$ cat src/rtl/ysyx_22040386_pipe_pkg.sv
// Shared definitions for ysyx_22040386 pipeline stages: NOP control value,
// control-field bit positions and the main-slot load source selector.
package ysyx_22040386_pipe_pkg;

    localparam int unsigned PIPE_CTRL_W = 16;
    localparam logic [PIPE_CTRL_W-1:0] PIPE_CTRL_NOP = '0;

    // Control-field bit positions shared by every stage instance
    localparam int unsigned CTRL_BIT_REG_WEN  = 0;
    localparam int unsigned CTRL_BIT_MEM_RD   = 1;
    localparam int unsigned CTRL_BIT_MEM_WR   = 2;
    localparam int unsigned CTRL_BIT_BRANCH   = 3;
    localparam int unsigned CTRL_BIT_JUMP     = 4;
    localparam int unsigned CTRL_BIT_CSR      = 5;
    localparam int unsigned CTRL_BIT_TRAP     = 6;
    localparam int unsigned CTRL_ALU_OP_LSB   = 8;
    localparam int unsigned CTRL_ALU_OP_MSB   = 11;
    localparam int unsigned CTRL_MEM_SIZE_LSB = 12;
    localparam int unsigned CTRL_MEM_SIZE_MSB = 13;

    typedef enum logic {
        SRC_IN   = 1'b0,
        SRC_SKID = 1'b1
    } pipe_src_e;

endpackage

$ cat src/rtl/ysyx_22040386_pipe_slot.sv
// One pipeline entry: valid + control + payload registers with load, drop and kill.
// The control register is forced to CTRL_NOP whenever the entry becomes invalid.
module ysyx_22040386_pipe_slot #(
    parameter int unsigned       CTRL_W   = 16,
    parameter int unsigned       DATA_W   = 256,
    parameter logic [CTRL_W-1:0] CTRL_NOP = '0
) (
    input  logic              i_PIPE_SLOT_clk,
    input  logic              i_PIPE_SLOT_rst_n,
    input  logic              i_PIPE_SLOT_kill,
    input  logic              i_PIPE_SLOT_load,
    input  logic              i_PIPE_SLOT_drop,
    input  logic [CTRL_W-1:0] i_PIPE_SLOT_ctrl,
    input  logic [DATA_W-1:0] i_PIPE_SLOT_data,
    output logic              o_PIPE_SLOT_valid,
    output logic [CTRL_W-1:0] o_PIPE_SLOT_ctrl,
    output logic [DATA_W-1:0] o_PIPE_SLOT_data
);

    // Kill outranks load so a flushed incoming entry never lands
    always_ff @(posedge i_PIPE_SLOT_clk or negedge i_PIPE_SLOT_rst_n) begin
        if (!i_PIPE_SLOT_rst_n) begin
            o_PIPE_SLOT_valid <= 1'b0;
            o_PIPE_SLOT_ctrl  <= CTRL_NOP;
        end else if (i_PIPE_SLOT_kill || (i_PIPE_SLOT_drop && !i_PIPE_SLOT_load)) begin
            o_PIPE_SLOT_valid <= 1'b0;
            o_PIPE_SLOT_ctrl  <= CTRL_NOP;
        end else if (i_PIPE_SLOT_load) begin
            o_PIPE_SLOT_valid <= 1'b1;
            o_PIPE_SLOT_ctrl  <= i_PIPE_SLOT_ctrl;
        end
    end

    // Payload only moves with a real load; flush and bubble leave it intact
    always_ff @(posedge i_PIPE_SLOT_clk or negedge i_PIPE_SLOT_rst_n) begin
        if (!i_PIPE_SLOT_rst_n) begin
            o_PIPE_SLOT_data <= '0;
        end else if (i_PIPE_SLOT_load && !i_PIPE_SLOT_kill) begin
            o_PIPE_SLOT_data <= i_PIPE_SLOT_data;
        end
    end

endmodule

$ cat src/rtl/ysyx_22040386_pipe_stage.sv
// Valid/ready pipeline stage with optional skid entry, bubble hold and flush.
// SKID=1: two entries, in_ready registered; SKID=0: single entry.
module ysyx_22040386_pipe_stage
    import ysyx_22040386_pipe_pkg::*;
#(
    parameter int unsigned       CTRL_W   = PIPE_CTRL_W,
    parameter int unsigned       DATA_W   = 256,
    parameter logic [CTRL_W-1:0] CTRL_NOP = CTRL_W'(PIPE_CTRL_NOP),
    parameter int unsigned       SKID     = 1
) (
    input  logic              i_PIPE_STAGE_clk,
    input  logic              i_PIPE_STAGE_rst_n,
    input  logic              i_PIPE_STAGE_flush,
    input  logic              i_PIPE_STAGE_bubble,
    input  logic              i_PIPE_STAGE_in_valid,
    output logic              o_PIPE_STAGE_in_ready,
    input  logic [CTRL_W-1:0] i_PIPE_STAGE_in_ctrl,
    input  logic [DATA_W-1:0] i_PIPE_STAGE_in_data,
    output logic              o_PIPE_STAGE_out_valid,
    input  logic              i_PIPE_STAGE_out_ready,
    output logic [CTRL_W-1:0] o_PIPE_STAGE_out_ctrl,
    output logic [DATA_W-1:0] o_PIPE_STAGE_out_data,
    output logic [1:0]        o_PIPE_STAGE_count
);

    logic              main_valid;
    logic [CTRL_W-1:0] main_ctrl;
    logic [DATA_W-1:0] main_data;
    logic              skid_valid;
    logic [CTRL_W-1:0] skid_ctrl;
    logic [DATA_W-1:0] skid_data;

    logic              in_fire;
    logic              out_fire;
    logic              main_load;
    logic              main_drop;
    logic              skid_load;
    logic              skid_drop;
    pipe_src_e         main_src;
    logic [CTRL_W-1:0] main_in_ctrl;
    logic [DATA_W-1:0] main_in_data;

    assign in_fire  = i_PIPE_STAGE_in_valid & o_PIPE_STAGE_in_ready & ~i_PIPE_STAGE_bubble;
    assign out_fire = main_valid & i_PIPE_STAGE_out_ready;

    // Skid always refills main first so main stays the FIFO head
    always_comb begin
        main_load = 1'b0;
        main_drop = 1'b0;
        skid_load = 1'b0;
        skid_drop = 1'b0;
        main_src  = SRC_IN;
        if (out_fire && skid_valid) begin
            main_load = 1'b1;
            main_src  = SRC_SKID;
            if (in_fire) begin
                skid_load = 1'b1;
            end else begin
                skid_drop = 1'b1;
            end
        end else if (in_fire) begin
            if (!main_valid || out_fire) begin
                main_load = 1'b1;
            end else begin
                skid_load = 1'b1;
            end
        end else if (out_fire) begin
            main_drop = 1'b1;
        end
    end

    assign main_in_ctrl = (main_src == SRC_SKID) ? skid_ctrl : i_PIPE_STAGE_in_ctrl;
    assign main_in_data = (main_src == SRC_SKID) ? skid_data : i_PIPE_STAGE_in_data;

    ysyx_22040386_pipe_slot #(
        .CTRL_W   (CTRL_W),
        .DATA_W   (DATA_W),
        .CTRL_NOP (CTRL_NOP)
    ) u_main (
        .i_PIPE_SLOT_clk   (i_PIPE_STAGE_clk),
        .i_PIPE_SLOT_rst_n (i_PIPE_STAGE_rst_n),
        .i_PIPE_SLOT_kill  (i_PIPE_STAGE_flush),
        .i_PIPE_SLOT_load  (main_load),
        .i_PIPE_SLOT_drop  (main_drop),
        .i_PIPE_SLOT_ctrl  (main_in_ctrl),
        .i_PIPE_SLOT_data  (main_in_data),
        .o_PIPE_SLOT_valid (main_valid),
        .o_PIPE_SLOT_ctrl  (main_ctrl),
        .o_PIPE_SLOT_data  (main_data)
    );

    generate
        if (SKID != 0) begin : g_skid
            ysyx_22040386_pipe_slot #(
                .CTRL_W   (CTRL_W),
                .DATA_W   (DATA_W),
                .CTRL_NOP (CTRL_NOP)
            ) u_skid (
                .i_PIPE_SLOT_clk   (i_PIPE_STAGE_clk),
                .i_PIPE_SLOT_rst_n (i_PIPE_STAGE_rst_n),
                .i_PIPE_SLOT_kill  (i_PIPE_STAGE_flush),
                .i_PIPE_SLOT_load  (skid_load),
                .i_PIPE_SLOT_drop  (skid_drop),
                .i_PIPE_SLOT_ctrl  (i_PIPE_STAGE_in_ctrl),
                .i_PIPE_SLOT_data  (i_PIPE_STAGE_in_data),
                .o_PIPE_SLOT_valid (skid_valid),
                .o_PIPE_SLOT_ctrl  (skid_ctrl),
                .o_PIPE_SLOT_data  (skid_data)
            );
            // Straight from a flop: no path from out_ready
            assign o_PIPE_STAGE_in_ready = ~skid_valid;
        end else begin : g_noskid
            logic unused_skid_ctl;
            assign skid_valid            = 1'b0;
            assign skid_ctrl             = CTRL_NOP;
            assign skid_data             = '0;
            assign unused_skid_ctl       = skid_load ^ skid_drop;
            assign o_PIPE_STAGE_in_ready = ~main_valid | i_PIPE_STAGE_out_ready;
        end
    endgenerate

    assign o_PIPE_STAGE_out_valid = main_valid;
    assign o_PIPE_STAGE_out_ctrl  = main_ctrl;
    assign o_PIPE_STAGE_out_data  = main_data;
    assign o_PIPE_STAGE_count     = {1'b0, main_valid} + {1'b0, skid_valid};

endmodule

$ cat config.mk
export PLATFORM = sky130hd
export DESIGN_NAME = ysyx_22040386_pipe_stage
export DESIGN_NICKNAME = d
export VERILOG_FILES = /design/src/rtl/ysyx_22040386_pipe_pkg.sv /design/src/rtl/ysyx_22040386_pipe_slot.sv /design/src/rtl/ysyx_22040386_pipe_stage.sv
export SDC_FILE = /design/constraint.sdc
export NUM_CORES = 1
export LEC_CHECK = 0
export ABC_AREA = 1
export CAP_MARGIN = 10
export CORE_MARGIN = 2
export CORE_UTILIZATION = 55
export CTS_BUF_LIST = sky130_fd_sc_hd__clkbuf_16
export DETAILED_ROUTE_END_ITERATION = 12
export GPL_TIMING_DRIVEN = 1
export PLACE_DENSITY_LB_ADDON = 0.3
export SLEW_MARGIN = 20
export SYNTH_ARGS = -nofsm -noshare
export SYNTH_HDL_FRONTEND = slang
export SYNTH_HIERARCHICAL = 1
export SYNTH_SLANG_ARGS = --single-unit
$ cat constraint.sdc
create_clock -name i_PIPE_STAGE_clk -period 4.3 [get_ports i_PIPE_STAGE_clk]
set_input_delay 1.29 -clock i_PIPE_STAGE_clk [delete_from_list [all_inputs] [get_ports i_PIPE_STAGE_clk]]
set_output_delay 1.29 -clock i_PIPE_STAGE_clk [all_outputs]
set_load 0.02 [all_outputs]
==> reports/metrics.csv, run 1 <==
metric,value,unit
outcome,"complete, no violations",
slew_headroom,49.3,%
final-instance-count-excl-fill,4315,
yosys.cell_types.count,14,
gp_routability_congestion,0.898,
number_of_cells_in_the_design_after_placement,4210,
fp.coreArea,43200,µm²
die_height,213,µm
worst_clock_skew,13.6,ps
terminus_of_the_critical_flop_to_flop_path,u_main/o_PIPE_SLOT_data[167],
yosysTopAreaCell,dfrtp_1,
avgRoutedWirePerCell,17.3,µm
drt.antenna.violating_nets,0,
initialDrtViolationCount,2621,
ys_seq_area_share,56.8,%
ctsResizeCount,0,
grt.overflow.total,0,
synth_top_family_by_area,simple AND/OR/NAND/NOR gates,
placementRows,76,
final_max_slew_viols,0,
ys_ff_latch,546,
synthesis.area_per_instance,7.52,µm²
startpoint,g_skid.u_skid/o_PIPE_SLOT_valid,
viasPerCell,5.22,
drc,0,
total_nets_final,3962,
path_clk_slew,60,ps
crit_end,o_PIPE_STAGE_count[0],
ctsRootBufferMaster,clkbuf_16,
hpwl,48.4,mm
period_minus_slack,3290,ps
async_flop_share,100,%
static-leakage-power,17.2,nW
timing.critical_path.required,3010,ps
via_count,22500,
initial_core_util,55.7,%
irDropWorstVdd,0.346,mV
setup_viol,0,
max-cap-violations,0,
timing.critical_path.to_type,output pin,
number_of_global_route_vias_before_repair,22100,
syn_to_final_growth,31.6,%
clk-insertion-delay-late,600,ps
critical-path-max-stage-delay,590,ps
htree_num_levels,2,
fmaxAchievable,304,MHz
worst_r2r_src,g_skid.u_skid/o_PIPE_SLOT_valid,
yosysWarnings,6,
tns,0,ps
post-route-period-util,76.4,%
synthSimpleGateAreaFrac,38.7,%
gr-usage-all-layers,32.4,%
critical-path-slowest-cell,clkdlybuf4s50_1,
pin_count,554,
critical_path_cell_count,2,
synthesis.instances,3202,
grt_max_degree,233,
post_synth_fa_ha_maj_area_fraction,0.0520,%
worstHoldPathType,reg2reg,
routed_wl,74.6,mm
synth_xor_area_share,0,%
timing.critical_path.max_delay_family,buffers and inverters,
postSynthNetCount,3481,
synth_largest_type_area_fraction,56.8,%
die-width,213,µm
grt_antenna_before_repair,14,
cp_cell_sequence,"ha_1, clkdlybuf4s50_1",
tritoncts_num_sinks,546,
die_area,45400,µm²
post-synth-top-count-cell,nand2_1,
synth_ff_type,dfrtp_1,
synth_mux_area_share,0,%
layout-drive-gt1-share,3.47,%
synth_compound_area_share,0,%
worstPathArrival,2000,ps
max-clock-path-buffers,3,
rsz0062_at_grt,no,
synth-edff-count,0,
cts_tree,yes,
hold_buffers,0,
report.final.hold_viol_count,0,
cp_num_buf_inv,1,
worst-r2r-setup-slack,1880,ps
timing_worst_setup_path_type,reg2out,
power_density,453,nW/µm²
cp-start-kind,register,
worst_pin_slew,760,ps
worst-path-max-fanout,5,
first_pass_grt_wire_length,116,mm
total_setup_buffers_inserted_after_cts,0,
placement.io_buffers,553,
cts_buffers,55,
cell_area_after_technology_mapping,24100,µm²
logic_depth_of_the_worst_register_to_register_path,7,
leading_cell_types_by_count_after_synthesis,"nand2_1 (2,426), dfrtp_1 (546), buf_2 (123)",
drt_pre_antenna_iters,6,
synthTopCellsByArea,"dfrtp_1 (57%), nand2_1 (38%), buf_2 (2.6%)",
## report_power, final
group | internal (W) | switching, W | total (W)
Clock | 0.00236 | 0.00195 | 0.00431
Sequential | 0.00611 | 0.000601 | 0.00671
Combinational | 0.00153 | 0.00180 | 0.00333
## through the flow
step                      hold slack (ps)  area, µm²  utilization, %  power [W]  setup WS (ps)
after floorplan                       449      24100               -    0.00820           1710
after global placement                461      30000            69.6    0.00993            734
after detailed placement              464      30000            69.6     0.0101            668
after CTS                             480      31600            73.2     0.0144            987
after global routing                  495      31700            73.3     0.0150            964
final                                 477      31700            73.4     0.0143           1010
## how the worst min path moves through the flow
stage,end,start,depth (start not counted)
5_1_grt,u_main/o_PIPE_SLOT_data[91],u_main/o_PIPE_SLOT_data[91],2
2_1_floorplan,g_skid.u_skid/o_PIPE_SLOT_data[0],g_skid.u_skid/o_PIPE_SLOT_data[0],2
3_3_place_gp,g_skid.u_skid/o_PIPE_SLOT_data[175],g_skid.u_skid/o_PIPE_SLOT_data[175],2
6_report,g_skid.u_skid/o_PIPE_SLOT_data[145],g_skid.u_skid/o_PIPE_SLOT_data[145],2
4_1_cts,u_main/o_PIPE_SLOT_data[168],u_main/o_PIPE_SLOT_data[168],2
3_5_place_dp,u_main/o_PIPE_SLOT_data[237],u_main/o_PIPE_SLOT_data[237],2
## metal layers
layer	track usage (%)	wire (µm)	up-vias
met3	9.25	7820	244
met4	17.0	3840	8
li1	-	-	10500
met2	51.9	35000	1094
met1	40.1	27900	10700
met5	0	59	-
## state kept, by name, summed over array words and instances (netlist names)
name and flops:
u_main/o_PIPE_SLOT_valid 1, u_main/o_PIPE_SLOT_ctrl 16, g_skid.u_skid/o_PIPE_SLOT_ctrl 16, g_skid.u_skid/o_PIPE_SLOT_data 256
u_main/o_PIPE_SLOT_data 256, g_skid.u_skid/o_PIPE_SLOT_valid 1
## area by class of cell
cell class	count	area, µm²
Sequential cell	546	13700
Clock buffer	57	1430
Timing Repair Buffer	604	6270
Fill cell	3157	11500
Clock inverter	36	149
Tap cell	585	732
Inverter	7	26.3
Antenna cell	11	27.5
Multi-Input combinational cell	2469	9380
## tightest hold or removal path, stage by stage (launching register included)
cell and delay [ps]:
dfrtp_1 340, nand2_1 50, nand2_1 60
## kinds of logic (layout without fill, tap and decap cells)
kind of cell | Yosys count | in the layout
AND/OR/NAND/NOR | 2468 | 2468
flip-flops | 546 | 546
buffers and inverters | 187 | 704
adder cells (fa/ha/maj) | 1 | 1
other | 0 | 11
## cell usage in the layout, fill, tap and decap left out, drive strengths merged
| cell | Yosys | layout |
|---|---|---|
| dfrtp | 546 | 546 |
| clkinv | 0 | 19 |
| nor3 | 1 | 1 |
| buf | 171 | 52 |
| diode | 0 | 11 |
| nand3 | 34 | 34 |
| ha | 1 | 1 |
| nor2 | 7 | 7 |
| nand2 | 2426 | 2426 |
| clkinvlp | 0 | 1 |
| clkbuf | 9 | 57 |
| inv | 7 | 23 |
| clkdlybuf4s50 | 0 | 552 |
Note: power is estimated with default switching activity, not from simulation.
==> run 2: changes to the inputs <==
- CORE_UTILIZATION: 55 -> 51
- clock period: 4.3 -> 3.25 ns (I/O delays scaled with it)
==> run 2 against run 1 <==
Net effect:
- core utilization decreased by 4.3 points
- cell count increased by 1.3%
- count of clock-buffer cells in the layout unchanged
- global-route usage decreased by 3.3 points
- critical path depth unchanged
- worst hold slack got worse by 140 ps
- register-to-register slack got worse by 540 ps
- clock power increased by 39%
==> reports/metrics.csv, run 2 (same netlist as run 1, synthesis figures left out) <==
metric,value,unit
cp_cell_sequence,"ha_1, clkdlybuf4s50_1",
hpwl,48.2,mm
worst-r2r-setup-slack,1340,ps
cts_buffers,56,
grt.overflow.total,0,
routed_wl,72.0,mm
total_setup_buffers_inserted_after_cts,0,
number_of_global_route_vias_before_repair,21300,
tritoncts_num_sinks,546,
worst-path-max-fanout,5,
first_pass_grt_wire_length,115,mm
startpoint,g_skid.u_skid/o_PIPE_SLOT_valid,
critical-path-slowest-cell,clkdlybuf4s50_1,
tns,0,ps
fmaxAchievable,337,MHz
die_area,48900,µm²
path_clk_slew,60,ps
ctsResizeCount,0,
drc,0,
avgRoutedWirePerCell,16.5,µm
setup_viol,0,
die_height,221,µm
outcome,"complete, no violations",
seq_cell_area,13700,µm²
fp.coreArea,46600,µm²
hold_buffers,0,
cts_tree,yes,
gr-usage-all-layers,29.2,%
report.final.hold_viol_count,0,
gp_routability_congestion,0.881,
initialDrtViolationCount,2101,
grt_antenna_before_repair,23,
clk-insertion-delay-late,600,ps
drt_pre_antenna_iters,5,
timing.critical_path.required,2270,ps
viasPerCell,5.07,
final_design_area_no_fill,32200,µm²
timing.critical_path.to_type,output pin,
static-leakage-power,17.5,nW
rsz0062_at_grt,no,
terminus_of_the_critical_flop_to_flop_path,g_skid.u_skid/o_PIPE_SLOT_data[133],
post-route-period-util,91.2,%
pin_count,554,
worstHoldPathType,in2async,
number_of_cells_in_the_design_after_placement,4258,
max-clock-path-buffers,3,
timing_worst_setup_path_type,reg2out,
final-instance-count-excl-fill,4370,
cp-start-kind,register,
via_count,22200,
multi_input_gate_area_in_the_final_layout,9380,µm²
initial_core_util,51.7,%
placementRows,79,
period_minus_slack,2970,ps
placed_inst_area,30400,µm²
mostFrequentLayoutCells,"nand2_1 (2,424), clkdlybuf4s50_1 (552), dfrtp_1 (546)",
irDropWorstVdd,0.629,mV
power_density,597,nW/µm²
logic_depth_of_the_worst_register_to_register_path,9,
layout_commonest_cell,nand2_1,
timing.critical_path.max_delay_family,buffers and inverters,
max-cap-violations,0,
placement.io_buffers,553,
largest_registers,"g_skid.u_skid/o_PIPE_SLOT_data (256), u_main/o_PIPE_SLOT_data (256)",
syn_to_final_growth,33.6,%
slew_headroom,50.6,%
htree_num_levels,2,
worstPathArrival,1990,ps
worst_r2r_src,g_skid.u_skid/o_PIPE_SLOT_valid,
critical-path-max-stage-delay,600,ps
total_nets_final,3988,
worst_clock_skew,13.7,ps
drt.antenna.violating_nets,0,
grt_max_degree,105,
ctsRootBufferMaster,clkbuf_16,
worst_pin_slew,741,ps
n_fill_cell,3682,
layout-drive-gt1-share,4.21,%
cp_num_buf_inv,1,
final_max_slew_viols,0,
die-width,221,µm
## run 2: cell types whose count changed in the layout (fill, tap and decap cells not counted)
cell | previous run | this run
buf_12 | 26 | 41
buf_16 | 1 | 0
buf_4 | 24 | 35
bufinv_16 | 0 | 3
clkinv_1 | 11 | 7
clkinv_2 | 8 | 9
diode_2 | 11 | 14
inv_1 | 20 | 25
## run 2: layout make-up
cell class                      instances  area share, %
Inverter                                7         0.0817
Timing Repair Buffer                  629           20.6
Clock buffer                           57           4.44
Tap cell                              607           2.36
Antenna cell                           14          0.109
Sequential cell                       546           42.5
Multi-Input combinational cell       2469           29.2
Clock inverter                         41          0.770
## run 2: power breakdown
part | internal, W | switching, W
Sequential | 0.00808 | 0.000796
Clock | 0.00337 | 0.00261
Combinational | 0.00204 | 0.00229
Total | 0.0135 | 0.00570
## run 2: worst max path at each step
stage | cells after the start | to
6_report | 2 | o_PIPE_STAGE_count[0]
5_1_grt | 2 | o_PIPE_STAGE_count[0]
4_1_cts | 2 | o_PIPE_STAGE_count[0]
3_5_place_dp | 11 | g_skid.u_skid/o_PIPE_SLOT_data[142]
3_3_place_gp | 11 | g_skid.u_skid/o_PIPE_SLOT_ctrl[5]
2_1_floorplan | 11 | u_main/o_PIPE_SLOT_data[175]
## run 2: metal layers
layer	global-route usage, %	up-vias	part of all wire, %
li1	-	10600	-
met4	10.5	20	3.6
met3	8.06	168	8.9
met2	46.3	892	46
met5	0	-	0.19
met1	38.5	10500	41
## run 2: stage by stage
step	worst slack (ps)	hold slack (ps)	util (%)	total power (W)
after global placement	341	460	65.4	0.0132
after detailed placement	300	464	65.4	0.0133
after CTS	245	352	69.0	0.0193
after floorplan	974	449	-	0.0108
final	285	334	69.1	0.0192
after global routing	222	360	69.1	0.0201
